`src/rtl/sand_pkg.sv`:
```
// rtl/sand_pkg.sv - shared cell encodings, word geometry and sweep FSM states for the sand grid
package sand_pkg;

    typedef enum logic [1:0] {
        AIR     = 2'b00,
        SAND    = 2'b01,
        SAND_AM = 2'b10,
        WALL    = 2'b11
    } cell_t;

    localparam int CELLS_PER_WORD = 16;

    typedef enum logic [2:0] {
        IDLE,
        RD_F,
        RD_R,
        CAP,
        WR_F,
        WR_R,
        NEXT
    } sweep_state_t;

endpackage

```
`src/rtl/sand_sweep_ctrl_if.sv`:
```
// rtl/sand_sweep_ctrl_if.sv - cell RAM write-port and sand_update word bus seen by the sweep sequencer
interface sand_sweep_ctrl_if #(
    parameter int ADDR_W = 15
);
    logic [ADDR_W-1:0] mem_addr;
    logic              mem_rd;
    logic              mem_wr;
    logic [31:0]       mem_wdata;
    logic [31:0]       mem_rdata;
    logic [31:0]       region;
    logic [31:0]       floor;
    logic              screenbegin;
    logic              screenend;
    logic              screenbottom;
    logic              spout;
    logic [31:0]       new_region;
    logic [31:0]       new_floor;

    // sequencer side
    modport master (
        output mem_addr, mem_rd, mem_wr, mem_wdata,
        output region, floor, screenbegin, screenend, screenbottom, spout,
        input  mem_rdata, new_region, new_floor
    );

    // RAM / physics side
    modport slave (
        input  mem_addr, mem_rd, mem_wr, mem_wdata,
        input  region, floor, screenbegin, screenend, screenbottom, spout,
        output mem_rdata, new_region, new_floor
    );
endinterface

```
`src/rtl/sand_sweep_addr_gen.sv`:
```
// rtl/sand_sweep_addr_gen.sv - row/column walker with incremental region and floor base addresses
module sand_sweep_addr_gen #(
    parameter int COLS_WORDS = 40,
    parameter int ROWS       = 480,
    parameter int ADDR_W     = 15
) (
    input  logic              clk,
    input  logic              reset,
    input  logic              restart,
    input  logic              advance,
    output logic [ADDR_W-1:0] row,
    output logic [ADDR_W-1:0] col,
    output logic [ADDR_W-1:0] region_base,
    output logic [ADDR_W-1:0] floor_base,
    output logic              last_col,
    output logic              last_row
);
    localparam logic [ADDR_W-1:0] LAST_COL   = ADDR_W'(COLS_WORDS - 1);
    localparam logic [ADDR_W-1:0] START_ROW  = ADDR_W'(ROWS - 2);
    localparam logic [ADDR_W-1:0] START_BASE = ADDR_W'((ROWS - 2) * COLS_WORDS);
    localparam logic [ADDR_W-1:0] ROW_STEP   = ADDR_W'(COLS_WORDS);

    // Bottom-up walk; the base steps by one row so no multiplier is needed,
    // and the final advance reloads so the next sweep starts clean.
    always_ff @(posedge clk or posedge reset) begin
        if (reset) begin
            row         <= START_ROW;
            col         <= '0;
            region_base <= START_BASE;
        end else if (restart || (advance && last_col && last_row)) begin
            row         <= START_ROW;
            col         <= '0;
            region_base <= START_BASE;
        end else if (advance) begin
            if (!last_col) begin
                col <= col + ADDR_W'(1);
            end else begin
                col         <= '0;
                row         <= row - ADDR_W'(1);
                region_base <= region_base - ROW_STEP;
            end
        end
    end

    assign floor_base = region_base + ROW_STEP;
    assign last_col   = (col == LAST_COL);
    assign last_row   = (row == '0);

endmodule

```
`src/rtl/sand_sweep_ctrl.sv`:
```
// rtl/sand_sweep_ctrl.sv - per-frame sweep of the sand grid through sand_update; SAND_SWEEP_SKIP_AIR_EN skips all-air words
module sand_sweep_ctrl
    import sand_pkg::*;
#(
    parameter int COLS_WORDS = 40,
    parameter int ROWS       = 480,
    parameter int ADDR_W     = 15,
    parameter int SPOUT_WORD = 20
) (
    input  logic               clk,
    input  logic               reset,
    input  logic               start,
    output logic               busy,
    output logic               done,
    sand_sweep_ctrl_if.master  bus
);
    localparam logic [ADDR_W-1:0] START_ROW = ADDR_W'(ROWS - 2);
    localparam logic [ADDR_W-1:0] SPOUT_COL = ADDR_W'(SPOUT_WORD);

    sweep_state_t      state, state_nxt;
    logic              restart, advance, finish;
    logic [ADDR_W-1:0] row, col, region_base, floor_base;
    logic              last_col, last_row;
    logic [31:0]       region_q, floor_q, nr_q;
    logic              spout_w;

    sand_sweep_addr_gen #(
        .COLS_WORDS (COLS_WORDS),
        .ROWS       (ROWS),
        .ADDR_W     (ADDR_W)
    ) u_addr_gen (
        .clk         (clk),
        .reset       (reset),
        .restart     (restart),
        .advance     (advance),
        .row         (row),
        .col         (col),
        .region_base (region_base),
        .floor_base  (floor_base),
        .last_col    (last_col),
        .last_row    (last_row)
    );

    assign spout_w = (row == '0) && (col == SPOUT_COL);

`ifdef SAND_SWEEP_SKIP_AIR_EN
    logic skip_air;
    // Region word is arriving on mem_rdata in CAP; floor is already registered.
    assign skip_air = (floor_q == '0) && (bus.mem_rdata == '0) && !spout_w;
`endif

    // State register; async reset drops the strobes in the same cycle.
    always_ff @(posedge clk or posedge reset) begin
        if (reset) begin
            state <= IDLE;
        end else begin
            state <= state_nxt;
        end
    end

    // Next state and Moore strobes; writes of a word always finish before the next reads.
    always_comb begin
        state_nxt     = state;
        restart       = 1'b0;
        advance       = 1'b0;
        finish        = 1'b0;
        bus.mem_rd    = 1'b0;
        bus.mem_wr    = 1'b0;
        bus.mem_addr  = '0;
        bus.mem_wdata = '0;
        case (state)
            IDLE: begin
                if (start) begin
                    restart   = 1'b1;
                    state_nxt = RD_F;
                end
            end
            RD_F: begin
                bus.mem_rd   = 1'b1;
                bus.mem_addr = floor_base + col;
                state_nxt    = RD_R;
            end
            RD_R: begin
                bus.mem_rd   = 1'b1;
                bus.mem_addr = region_base + col;
                state_nxt    = CAP;
            end
            CAP: begin
`ifdef SAND_SWEEP_SKIP_AIR_EN
                if (skip_air) begin
                    advance   = 1'b1;
                    finish    = last_col && last_row;
                    state_nxt = (last_col && last_row) ? IDLE : RD_F;
                end else begin
                    state_nxt = WR_F;
                end
`else
                state_nxt = WR_F;
`endif
            end
            WR_F: begin
                bus.mem_wr    = 1'b1;
                bus.mem_addr  = floor_base + col;
                bus.mem_wdata = bus.new_floor;
                state_nxt     = WR_R;
            end
            WR_R: begin
                bus.mem_wr    = 1'b1;
                bus.mem_addr  = region_base + col;
                bus.mem_wdata = nr_q;
                state_nxt     = NEXT;
            end
            NEXT: begin
                advance   = 1'b1;
                finish    = last_col && last_row;
                state_nxt = (last_col && last_row) ? IDLE : RD_F;
            end
            default: state_nxt = IDLE;
        endcase
    end

    // Word registers toward sand_update, the held region result and the done pulse.
    always_ff @(posedge clk or posedge reset) begin
        if (reset) begin
            region_q <= '0;
            floor_q  <= '0;
            nr_q     <= '0;
            done     <= 1'b0;
        end else begin
            done <= finish;
            if (state == RD_R) floor_q  <= bus.mem_rdata;
            if (state == CAP)  region_q <= bus.mem_rdata;
            if (state == WR_F) nr_q     <= bus.new_region;
        end
    end

    assign busy             = (state != IDLE);
    assign bus.region       = region_q;
    assign bus.floor        = floor_q;
    assign bus.screenbegin  = (col == '0);
    assign bus.screenend    = last_col;
    assign bus.screenbottom = (row == START_ROW);
    assign bus.spout        = spout_w;

endmodule

```
`src/flat_wrapper.sv`:
```
// flat-port wrapper written by rule: the top's interface ports become plain ports
module sand_sweep_ctrl_flat import sand_pkg::*;
#(
    parameter int COLS_WORDS = 40,
    parameter int ROWS       = 480,
    parameter int ADDR_W     = 15,
    parameter int SPOUT_WORD = 20
)
  (clk, reset, start, busy, done, bus_mem_addr, bus_mem_rd, bus_mem_wr, bus_mem_wdata, bus_region, bus_floor, bus_screenbegin, bus_screenend, bus_screenbottom, bus_spout, bus_mem_rdata, bus_new_region, bus_new_floor);
  sand_sweep_ctrl_if #(.ADDR_W(ADDR_W)) bus_i ();
  input  logic clk;
  input  logic reset;
  input  logic start;
  output logic busy;
  output logic done;
  output wire logic [$bits(bus_i.mem_addr)-1:0] bus_mem_addr;
  output wire logic [$bits(bus_i.mem_rd)-1:0] bus_mem_rd;
  output wire logic [$bits(bus_i.mem_wr)-1:0] bus_mem_wr;
  output wire logic [$bits(bus_i.mem_wdata)-1:0] bus_mem_wdata;
  output wire logic [$bits(bus_i.region)-1:0] bus_region;
  output wire logic [$bits(bus_i.floor)-1:0] bus_floor;
  output wire logic [$bits(bus_i.screenbegin)-1:0] bus_screenbegin;
  output wire logic [$bits(bus_i.screenend)-1:0] bus_screenend;
  output wire logic [$bits(bus_i.screenbottom)-1:0] bus_screenbottom;
  output wire logic [$bits(bus_i.spout)-1:0] bus_spout;
  input wire logic [$bits(bus_i.mem_rdata)-1:0] bus_mem_rdata;
  input wire logic [$bits(bus_i.new_region)-1:0] bus_new_region;
  input wire logic [$bits(bus_i.new_floor)-1:0] bus_new_floor;
  assign bus_mem_addr = bus_i.mem_addr;
  assign bus_mem_rd = bus_i.mem_rd;
  assign bus_mem_wr = bus_i.mem_wr;
  assign bus_mem_wdata = bus_i.mem_wdata;
  assign bus_region = bus_i.region;
  assign bus_floor = bus_i.floor;
  assign bus_screenbegin = bus_i.screenbegin;
  assign bus_screenend = bus_i.screenend;
  assign bus_screenbottom = bus_i.screenbottom;
  assign bus_spout = bus_i.spout;
  assign bus_i.mem_rdata = bus_mem_rdata;
  assign bus_i.new_region = bus_new_region;
  assign bus_i.new_floor = bus_new_floor;
  sand_sweep_ctrl #(.COLS_WORDS(COLS_WORDS), .ROWS(ROWS), .ADDR_W(ADDR_W), .SPOUT_WORD(SPOUT_WORD)) u_core (.clk(clk), .reset(reset), .start(start), .busy(busy), .done(done), .bus(bus_i));
endmodule
```
`config.mk`:
```
export PLATFORM = sky130hd
export DESIGN_NAME = sand_sweep_ctrl_flat
export DESIGN_NICKNAME = d
export VERILOG_FILES = /design/src/rtl/sand_pkg.sv /design/src/rtl/sand_sweep_ctrl_if.sv /design/src/rtl/sand_sweep_addr_gen.sv /design/src/rtl/sand_sweep_ctrl.sv /design/src/flat_wrapper.sv
export SDC_FILE = /design/constraint.sdc
export NUM_CORES = 1
export LEC_CHECK = 0
export CAP_MARGIN = 20
export CORE_AREA = 2 2 125 127
export CTS_BUF_LIST = sky130_fd_sc_hd__clkbuf_8
export CTS_CLUSTER_SIZE = 28
export DETAILED_ROUTE_END_ITERATION = 7
export DIE_AREA = 0 0 127 129
export PLACE_DENSITY = 0.85
export SLEW_MARGIN = 40
export SYNTH_ARGS = -nofsm -noshare
export SYNTH_HDL_FRONTEND = slang
export SYNTH_SLANG_ARGS = --single-unit
```
`constraint.sdc`:
```
create_clock -name clk -period 14.53 [get_ports clk]
set_input_delay 2.906 -clock clk [delete_from_list [all_inputs] [get_ports clk]]
set_output_delay 2.906 -clock clk [all_outputs]
set_load 0.02 [all_outputs]
```
# Word level (Yosys, flattened, before mapping)
# Index checks and enable logic that the tools add are counted.
dict set report word_totals {
  in_bits 99
  ram_bits 0
  ff_bits 145
  elab_cells 60
  latch_bits 0
  mem_count 0
  out_inout_bits 119
  mem_bits_ro 0
}
dict set report op_classes {
  add_sub_neg 6
  shifts 0
  bitwise 0
  reduce_logical 16
  eq_ne 10
  mux 20
  order_cmp 0
  div_mod_pow 0
  mul 0
}
# cell count
set ops {}
lappend ops {{$mux 15} 9}
lappend ops {{$pmux 32 s2} 1}
lappend ops {{$add 15x15->15} 2}
lappend ops {{$logic_not 15->1} 2}
lappend ops {{$pmux 15 s2} 1}
lappend ops {{$pmux 3 s7} 1}
lappend ops {{$add 15x1->15 const B} 1}
lappend ops {{$add 15x6->15 const B} 1}
lappend ops {{$eq 15x5->1 const B} 1}
lappend ops {{$eq 15x6->1 const B} 1}
lappend ops {{$eq 15x9->1 const B} 1}
lappend ops {{$sub 15x1->15 const B} 1}
lappend ops {{$sub 15x6->15 const B} 1}
lappend ops {{$eq 3x3->1 const B} 3}
lappend ops {{$reduce_or 2->1} 4}
lappend ops {{$mux 1} 7}
lappend ops {{$eq 3x2->1 const B} 2}
lappend ops {{$logic_and 1x1->1} 4}
lappend ops {{$reduce_bool 2->1} 2}
lappend ops {{$eq 3x1->1 const B} 1}
lappend ops {{$logic_not 3->1} 1}
lappend ops {{$mux 3} 1}
lappend ops {{$reduce_bool 3->1} 1}
lappend ops {{$ne 2x2->1 const B} 1}
lappend ops {{2 further kinds} 2}

# Logic depth before layout (Yosys ltp)
dict set report depth {
  depth_word 7
  ltp_mapped 10
  ltp_nobuf 10
}

# Modules after synthesis
# A second synthesis with hierarchy kept.
dict set report hier_totals {
  hier_cells 733
  area_unflattened_um2 7976.4
}
# mod cells_each instances area_each_um2
set by_module_without_submodules {}
lappend by_module_without_submodules {sand_sweep_ctrl 442 1 5338.9}
lappend by_module_without_submodules {sand_sweep_addr_gen 291 1 2637.5}

# Least setup slack after synthesis
# No wires, ideal clock.
dict set report synth_path {
  path_type {input port to output port}
  startpoint {input bus_new_floor[0]}
  endpoint {output bus_mem_wdata[0]}
  setup_slack_ps 8381
  required_time_ps 11624
  path_stages 2
  arrival_time_ps 3243
  path_buffers 0
  path_cell_list {mux2i_1 nor2_1}
}
dict set report synth_via {
  elab_chain_cells 1
}
# item line_no
set synth_lines {}
lappend synth_lines {{start, declared} flat_wrapper.sv:28} ;# input wire logic [$bits(bus_i.new_floor)-1:0] bus_new_floor;
lappend synth_lines {{$pmux 32 s2} sand_sweep_ctrl.sv:71} ;# case (state)
lappend synth_lines {{end, declared} flat_wrapper.sv:19} ;# output wire logic [$bits(bus_i.mem_wdata)-1:0] bus_mem_wdata;
# No other way between the ends.

# Worst setup path in the final report
dict set report layout_path {
  startpoint {input bus_new_floor[25]}
  endpoint {output bus_mem_wdata[25]}
}
# Same word-level chain as after synthesis.

==> run summary <==
====================================================================================================
Hold-fix buffer count after cts                                                                    0
Fraction of the cycle the final worst path needs                                               49.7%
Routed wire length on met3                                                                   1810 µm
Highest clock rate                                                                         0.139 GHz
Kind of end point of the critical path                                                  primary output
Worst R2R End                                                                           u_core.nr_q[12]
Horizontal extent of the die                                                                  127 µm
Top cells by area, synth                                                                sky130_fd_sc_hd__dfrtp_1 40%, sky130_fd_sc_hd__mux2_2 14%, sky130_fd_sc_hd__ha_1 4.7%
Row count                                                                                         45
Wire length of the first global-routing pass                                                36200 µm
Die outline height                                                                            129 µm
Cell chosen for the clock root                                                          sky130_fd_sc_hd__clkbuf_8
Largest clock skew in the final design                                                       14.1 ps
Arrival time worst endpoint                                                                  4310 ps
Synthesized netlist cell count                                                                   739
Diodes inserted                                                                                    0
Number of enable-type register cells in the synthesized netlist                                    0
Clock-pin slew reported for the worst setup and hold paths after clock tree synthesis          70 ps
GRT Total Usage                                                                                28.7%
Final hold violation count                                                                         0
Launch point of the worst path                                                          bus_new_floor[25]
Setup Crit Path Kind                                                                    input port to primary output
Vias in the first global route                                                                  6807
Reg2Reg Setup Slack                                                                         11940 ps
Worst setup timing slack at the placement stage                                              7340 ps
Maximum capacitance violations                                                                     0
Initial DRT Pass Iterations                                                                        5
Critical Path End                                                                       bus_mem_wdata[25]
Register area share after synthesis                                                            44.7%
Gr ovfl total                                                                                      0
Final number of setup-violating endpoints                                                          0
Power per cell area                                                                       203 nW/µm²
Kind of start point of the critical path                                                  input port
Most common flop cell mapped by yosys                                                   sky130_fd_sc_hd__dfrtp_1
Yosys top cell area share                                                                      40.5%
Worst path setup slack after routing                                                         7310 ps
Number of CTS-inserted buffers                                                                    17
Largest net degree at the start of global routing                                                 85
Final antenna-violating net count                                                                  0
Distinct cell type count of the synthesized netlist                                               71
Worst reg-to-reg path cell count                                                                   6
Type of the tightest min-delay check                                                    flop to flop
Post-layout minimum cycle time                                                               7220 ps
Post-route DRC                                                                                     0
Worst slew pin tran                                                                           731 ps
Synthesized cell area                                                                       7980 µm²
Share of synthesized registers carrying an async set or reset                                   100%
Worst slew slack as a fraction of its limit                                                    51.2%
IR drop worst, VDD                                                                          0.149 mV
Detailed router's first-iteration violation count                                                408
Vias                                                                                            6567
Outcome                                                                                 finished, final reports clean
Area growth syn-to-layout                                                                      35.1%
Data required time of the critical path                                                     11620 ps
Worst-skew pair later-pin latency                                                             450 ps
Metal1 wirelength                                                                            8940 µm
Met2 WL post-DR                                                                             12200 µm
Post-layout net count                                                                           1091
TritonCTS clock tree                                                                             yes
Setup TNS                                                                                       0 ps
Post_cts resized                                                                                   0
Clock sinks                                                                                      142
Final Max Tran Viols                                                                               0
Share of cells above drive strength 1                                                          16.9%
Cell type with the highest aggregate area in the netlist                                sky130_fd_sc_hd__dfrtp_1
Number of antenna violations at the first check in global routing                                  0
Cell leakage power                                                                        0.00449 µW
Most common library cells after synthesis                                               129 x sky130_fd_sc_hd__dfrtp_1, 96 x sky130_fd_sc_hd__mux2_2, 79 x sky130_fd_sc_hd__nor2_1, 34 x sky130_fd_sc_hd__nand2_1
Total Die Area                                                                             16400 µm²
Number of inserted filler cells in the final layout                                             1000
Biggest fanout along the worst timing path                                                         1
DPL Wire Length                                                                             16600 µm
Number of storage elements in the synthesis netlist                                              142
Yosys warning count                                                                                0
Effective utilization at floorplan                                                             53.3%
H-tree Lvls                                                                                        4
Routed wire per std cell                                                                     20.2 µm
Avg Synthesized Cell Area                                                                   10.8 µm²
Most common cell in the synthesized netlist                                             sky130_fd_sc_hd__dfrtp_1
Top routing layer used                                                                          met4
Area inside the core boundary                                                              15000 µm²
Worst r2r src                                                                           u_core.state[1]
RSZ-0062 raised after global routing                                                           false
Number of I/O port buffers                                                                       217
Average via count per standard cell                                                             5.69
Worst hold slack                                                                              508 ps
I/O pin cnt                                                                                      218
Weighted congestion at the end of routability-driven global placement                          0.929
Routed WL                                                                                   23400 µm
Max Buffers Root-to-Sink                                                                           2
Number of buffers inserted by post-CTS setup repair                                                0
====================================================================================================
## per-stage QoR
stage / util, % / power (µW) / instances / area (µm²)
detailed placement: 69.1 / 1830 / 1123 / 10300
global route: 72.0 / 2290 / 1155 / 10800
CTS: 72.0 / 2190 / 1155 / 10800
global placement: 69.0 / 1790 / 1123 / 10300
floorplan: - / 1330 / 741 / 7990
finish: 72.0 / 2190 / 1155 / 10800
## cell families after synthesis
logic type               synth area share [%]
AO/OA/AOI/OAI                            8.18
XOR/XNOR                                 5.27
other                                  0.0470
AND/OR/NAND/NOR                          14.3
buffers and inverters                    2.96
adder cells (fa/ha/maj)                  6.84
flip-flops                               44.7
multiplexers                             17.7
## worst max-delay path, stage by stage
cell and delay [ps]:
sky130_fd_sc_hd__clkdlybuf4s50_1 500, sky130_fd_sc_hd__mux2i_1 90, sky130_fd_sc_hd__nor2_1 160, sky130_fd_sc_hd__clkdlybuf4s50_1 660
## layout by cell type (no fill, tap or decap), types with 6 or more instances in the layout
| master | count |
|---|---|
| sky130_fd_sc_hd__a21o_1 | 6 |
| sky130_fd_sc_hd__a21oi_1 | 20 |
| sky130_fd_sc_hd__a31oi_1 | 8 |
| sky130_fd_sc_hd__buf_4 | 7 |
| sky130_fd_sc_hd__clkbuf_8 | 19 |
| sky130_fd_sc_hd__clkdlybuf4s50_1 | 217 |
| sky130_fd_sc_hd__dfrtp_1 | 128 |
| sky130_fd_sc_hd__dfstp_2 | 13 |
| sky130_fd_sc_hd__fa_1 | 8 |
| sky130_fd_sc_hd__ha_1 | 30 |
| sky130_fd_sc_hd__inv_1 | 26 |
| sky130_fd_sc_hd__mux2_2 | 96 |
| sky130_fd_sc_hd__mux2i_1 | 33 |
| sky130_fd_sc_hd__nand2_1 | 34 |
| sky130_fd_sc_hd__nand3_1 | 16 |
| sky130_fd_sc_hd__nand3b_1 | 7 |
| sky130_fd_sc_hd__nor2_1 | 78 |
| sky130_fd_sc_hd__nor3_1 | 23 |
| sky130_fd_sc_hd__nor4_1 | 6 |
| sky130_fd_sc_hd__o21ai_0 | 23 |
| sky130_fd_sc_hd__o22ai_1 | 9 |
| sky130_fd_sc_hd__or3_1 | 13 |
| sky130_fd_sc_hd__xnor2_1 | 33 |
| sky130_fd_sc_hd__xor2_1 | 15 |
## routing by layer
layer	up-vias	GRT usage, %
met5	-	0
met4	0	8.14
met3	35	9.36
met2	249	50.7
met1	3232	33.6
li1	3051	-
## sequential cells by signal, summed over array words and instances (netlist names)
signal and flops:
u_core.bus.region 32, u_core.u_addr_gen.col 15, u_core.u_addr_gen.row 15, u_core.u_addr_gen.region_base 12
u_core.state 3, u_core.done 1, u_core.bus.floor 32, u_core.nr_q 32
## worst min path at each step
stage                                     start  cells past startpoint                     to  slack (ps)
after floorplan                 u_core.nr_q[30]                      1        u_core.nr_q[30]         480
after global placement    u_core.bus.region[14]                      1  u_core.bus.region[14]         490
after detailed placement  u_core.bus.region[10]                      1  u_core.bus.region[10]         490
after CTS                  u_core.bus.region[9]                      1   u_core.bus.region[9]         510
after global routing             u_core.nr_q[2]                      1         u_core.nr_q[2]         520
final                      u_core.bus.region[9]                      1   u_core.bus.region[9]         510
## power breakdown
part	leakage (µW)	internal, µW	switching [µW]
logic	0.00256	560	609
clock network	0.000212	183	165
registers	0.00172	557	116
total	0.00449	1300	890
## cell type report
| type | instances | area, µm² | area share [%] |
|---|---|---|---|
| timing repair buffer | 225 | 2240 | 20.7 |
| multi-input combinational | 540 | 4190 | 38.9 |
| tap | 188 | 235 | 2.18 |
| clock inverter | 13 | 176 | 1.64 |
| clock buffer | 19 | 262 | 2.43 |
| sequential | 142 | 3570 | 33.1 |
| inverter | 28 | 113 | 1.04 |
Power figures use the tool's default switching activity.
